File: src/rtl/debounce_sync.sv
// debounce_sync: single-channel switch/button conditioner.
// Optional two-flop input synchroniser enabled by defining DEBOUNCE_SYNC_2FF_EN;
// when undefined the FSM samples btn_in directly (fast simulation only).
// A counter-qualified FSM accepts a new level only after CNT_MAX+1 consecutive
// samples of it, then drives a clean level plus one-cycle rise/fall strobes.
module debounce_sync #(
    parameter int CNT_MAX = 1000000
) (
    input  logic clk,
    input  logic rst,
    input  logic btn_in,
    output logic btn_out,
    output logic rise,
    output logic fall
);

    localparam int CW = $clog2(CNT_MAX + 1);
    localparam logic [CW-1:0] CNT_LAST = CW'(CNT_MAX - 1);

    typedef enum logic [1:0] {
        STABLE_LO = 2'd0,
        WAIT_HI   = 2'd1,
        STABLE_HI = 2'd2,
        WAIT_LO   = 2'd3
    } state_t;

    logic          s;
    state_t        state_reg;
    logic [CW-1:0] cnt_reg;
    logic          btn_out_reg;
    logic          rise_reg;
    logic          fall_reg;

`ifdef DEBOUNCE_SYNC_2FF_EN
    logic s1_reg;
    logic s2_reg;

    // Two-flop synchroniser bringing the asynchronous button into clk's domain.
    always_ff @(posedge clk or posedge rst) begin
        if (rst) begin
            s1_reg <= 1'b0;
            s2_reg <= 1'b0;
        end else begin
            s1_reg <= btn_in;
            s2_reg <= s1_reg;
        end
    end

    assign s = s2_reg;
`else
    assign s = btn_in;
`endif

    // Debounce FSM: counter qualifies a candidate level; strobes are registered
    // and only ever set in the cycle the level is accepted.
    always_ff @(posedge clk or posedge rst) begin
        if (rst) begin
            state_reg   <= STABLE_LO;
            cnt_reg     <= '0;
            btn_out_reg <= 1'b0;
            rise_reg    <= 1'b0;
            fall_reg    <= 1'b0;
        end else begin
            rise_reg <= 1'b0;
            fall_reg <= 1'b0;
            case (state_reg)
                STABLE_LO: begin
                    if (s) begin
                        state_reg <= WAIT_HI;
                        cnt_reg   <= '0;
                    end
                end
                WAIT_HI: begin
                    if (!s) begin
                        state_reg <= STABLE_LO;
                    end else if (cnt_reg == CNT_LAST) begin
                        state_reg   <= STABLE_HI;
                        btn_out_reg <= 1'b1;
                        rise_reg    <= 1'b1;
                    end else begin
                        cnt_reg <= cnt_reg + CW'(1);
                    end
                end
                STABLE_HI: begin
                    if (!s) begin
                        state_reg <= WAIT_LO;
                        cnt_reg   <= '0;
                    end
                end
                WAIT_LO: begin
                    if (s) begin
                        state_reg <= STABLE_HI;
                    end else if (cnt_reg == CNT_LAST) begin
                        state_reg   <= STABLE_LO;
                        btn_out_reg <= 1'b0;
                        fall_reg    <= 1'b1;
                    end else begin
                        cnt_reg <= cnt_reg + CW'(1);
                    end
                end
                default: begin
                    state_reg <= STABLE_LO;
                end
            endcase
        end
    end

    assign btn_out = btn_out_reg;
    assign rise    = rise_reg;
    assign fall    = fall_reg;

endmodule

File: config.mk
export PLATFORM = sky130hd
export DESIGN_NAME = debounce_sync
export DESIGN_NICKNAME = d
export VERILOG_FILES = /design/src/rtl/debounce_sync.sv
export SDC_FILE = /design/constraint.sdc
export NUM_CORES = 1
export LEC_CHECK = 0
export ABC_AREA = 1
export ABC_CLOCK_PERIOD_IN_PS = 2700
export CAP_MARGIN = 10
export CORE_MARGIN = 4
export CORE_UTILIZATION = 45
export DETAILED_ROUTE_END_ITERATION = 8
export HOLD_SLACK_MARGIN = 0.08
export PLACE_DENSITY = 0.59
export SYNTH_ARGS = -nofsm -noshare
export SYNTH_HDL_FRONTEND = slang
export SYNTH_SLANG_ARGS = --single-unit
File: constraint.sdc
create_clock -name clk -period 2.7 [get_ports clk]
set_clock_uncertainty 0.2 [all_clocks]
set_input_delay 0.405 -clock clk [delete_from_list [all_inputs] [get_ports clk]]
set_output_delay 0.405 -clock clk [all_outputs]
set_load 0.02 [all_outputs]
==> flow_summary.yaml <==
run_status:
  outcome: "complete, no violations"
logic_synthesis:
  postSynthCellCount: 215
  ys_seq_area_share_pct: 39.6
  ys_ff_latch: 25
  ys_warn_count: 0
  synth_cell_type_count: 18
  synth_fp_nets: 219
  netlist_area_um2: 1580
  syn_area_per_cell_um2: 7.35
clock_network:
  ctsLongestPathBuffers: 2
  post_cts.repair.setup_buffers: 0
  cts_tree: "built"
  clock-root-buffer: "clkbuf_4"
  path_clk_slew_ns: 0.14
  cts_made_buffers: 3
  worstSkewPairLatency_ns: 0.32
  cts.repair.resized: 0
  clkSinkCount: 25
  hold_buffers: 0
  htreeDepth: 1
floorplanning:
  rows: 21
  die_h_um: 67.3
  top_level_ports: 6
  core_um2: 3360
  dieArea_um2: 4520
  die_w_um: 67.3
  start_util_pct: 47.0
placed_design:
  dpl.hpwl_mm: 2.38
  gp_congestion: 0.850
  dpl_cell_area_um2: 1670
  portBuffers: 5
final_layout:
  areaGrowthSynthToFinish_pct: 7.36
  antenna_cells: 0
  nFillCells: 369
  largest_reg_flops: 20
  drive_gt1_share_pct: 14.8
  finalNetCount: 228
  final_core_util_pct: 50.4
  fin_area_um2: 1700
run:
  maxCapViolations: 0
critical_path:
  cp_max_fo: 6
  crit_buf_inv: 1
  critPathMaxStageDelay_ns: 0.45
  crit_top_cell: "nand3_2"
  cp-start-kind: "flop"
  cp-end-kind: "flop"
  path_class: "flop to flop"
  path_cells: "ha_1 > nand3_2 > nor2_4 > nand3_2 > nand3_1 > buf_4 > o21ai_2"
  ff2ff_setup_slack_ns: 0.68
  crit_required_ns: 2.72
  r2r-start: "cnt_reg[0]"
  worstPathArrival_ns: 2.04
  cpMaxStageDelayCell: "dfrtp_1"
  worstRegToRegCells: 7
  r2r-end: "cnt_reg[14]"
  cpLargestDelayFamily: "simple AND/OR/NAND/NOR gates"
worst_hold_path:
  min_path_type: "input port to asynchronous set/reset pin"
routing:
  vias_per_cell: 4.78
  firstDrtPassIters: 4
  vias: 1287
  drtAntennaViolNets: 0
  wl_per_cell_um: 11.5
  drt_wl_total_mm: 3.10
  dr.first_iter.drc_count: 57
  drcViolationCount: 0
sta:
  slew_viol_final: 0
  hold_viol: 0
  fmax_mhz: 495
  relSlewSlack_pct: 70.1
  tightestPinTransition_ns: 0.446
  period_share_pct: 74.8
  fin_crit_ns: 2.02
  setup_viol: 0
  tns_ns: 0
  grt_setup_unrepaired: "false"
global_routing:
  grt_pass1_wl_mm: 5.66
  grt-ovfl-total: 0
  grt_use_total_pct: 16.5
  antenna_found_initial: 0
  grt_pass1_vias: 1228
  grt_max_degree: 26
pwr:
  power_density_nw_per_um2: 354
  peakVddDrop_mv: 0.212
  power.total_mw: 0.601
  p_leak_nw: 0.796
## synth_stat cells, drive strengths merged
cell type   n  area [um2]
ha          1        12.5
inv        28         105
nand3      15        90.1
dfrtp      25         626
and2        1        6.26
nand2      75         289
xor2       10        87.6
o21ai      17         130
nand4       3        18.8
xnor2       2        17.5
nor2       35         164
buf         3        33.8
## per-layer routing
layer	GRT usage (%)	wire length [um]	vias up
met5	0	0	-
met4	5.32	17	0
met3	2.00	57	2
met2	26.0	1490	11
met1	23.6	1530	599
li1	-	-	675
## metrics by stage
stage               setup WS (ns)  std cells  hold WS (ns)
finish                      0.680        269         0.224
global placement            0.642        265         0.259
global route                0.530        269         0.255
floorplan                    1.08        215         0.232
detailed placement          0.617        265         0.262
CTS                         0.661        269         0.230
## logic make-up (layout without fill, tap and decap cells)
family,count (synthesis),after routing,share of synthesized area (%)
fa+ha+maj,1,1,0.792
simple gates,129,129,35.9
xor+xnor,12,12,6.65
buf+inv,31,39,8.79
flops,25,25,39.6
compound gates,17,17,8.23
## power by group
group          leakage (nW)  switching (mW)  total [mW]  internal [mW]
registers             0.345         0.00951       0.390          0.380
logic                 0.433          0.0287      0.0426         0.0140
clock network        0.0177           0.113       0.169         0.0555
## cells in the final DEF (no fill, tap or decap)
| cell type | synthesis | routed |
|---|---|---|
| xnor2_1 | 2 | 2 |
| clkinv_2 | 0 | 1 |
| nor2_1 | 28 | 28 |
| nand3_2 | 3 | 3 |
| inv_1 | 26 | 26 |
| ha_1 | 1 | 1 |
| and2_1 | 1 | 1 |
| nand2_2 | 3 | 3 |
| clkdlybuf4s50_1 | 0 | 5 |
| buf_4 | 0 | 2 |
| inv_2 | 2 | 2 |
| xor2_1 | 10 | 10 |
| nand4_1 | 3 | 3 |
| o21ai_0 | 5 | 5 |
| clkbuf_4 | 0 | 3 |
| nand3_1 | 12 | 12 |
| dfrtp_1 | 25 | 25 |
| o21ai_2 | 12 | 12 |
| nor2_2 | 4 | 4 |
| nor2_4 | 3 | 3 |
| nand2_1 | 72 | 72 |
## how the worst max path moves through the flow
stage / startpoint / to / slack (ns) / cells past startpoint
global route: cnt_reg[0] / cnt_reg[14] / 0.53 / 7
detailed placement: btn_in / cnt_reg[12] / 0.62 / 6
finish: cnt_reg[0] / cnt_reg[14] / 0.68 / 7
global placement: btn_in / cnt_reg[9] / 0.64 / 6
CTS: cnt_reg[0] / cnt_reg[14] / 0.66 / 7
floorplan: cnt_reg[0] / cnt_reg[11] / 1.08 / 7
## worst min-delay path: cells and delay by family
family,cells,cell delay (ns)
buf+inv,3,0.76
## area by class of cell
type | instances | area (um2) | share of cell area [%]
Tap cell | 46 | 57.6 | 3.39
Inverter | 28 | 105 | 6.19
Timing Repair Buffer | 7 | 65.1 | 3.83
Clock inverter | 1 | 5.00 | 0.295
Multi-Input combinational cell | 159 | 816 | 48.1
Clock buffer | 3 | 22.5 | 1.33
Sequential cell | 25 | 626 | 36.9
Note: power is estimated with default switching activity, not from simulation.
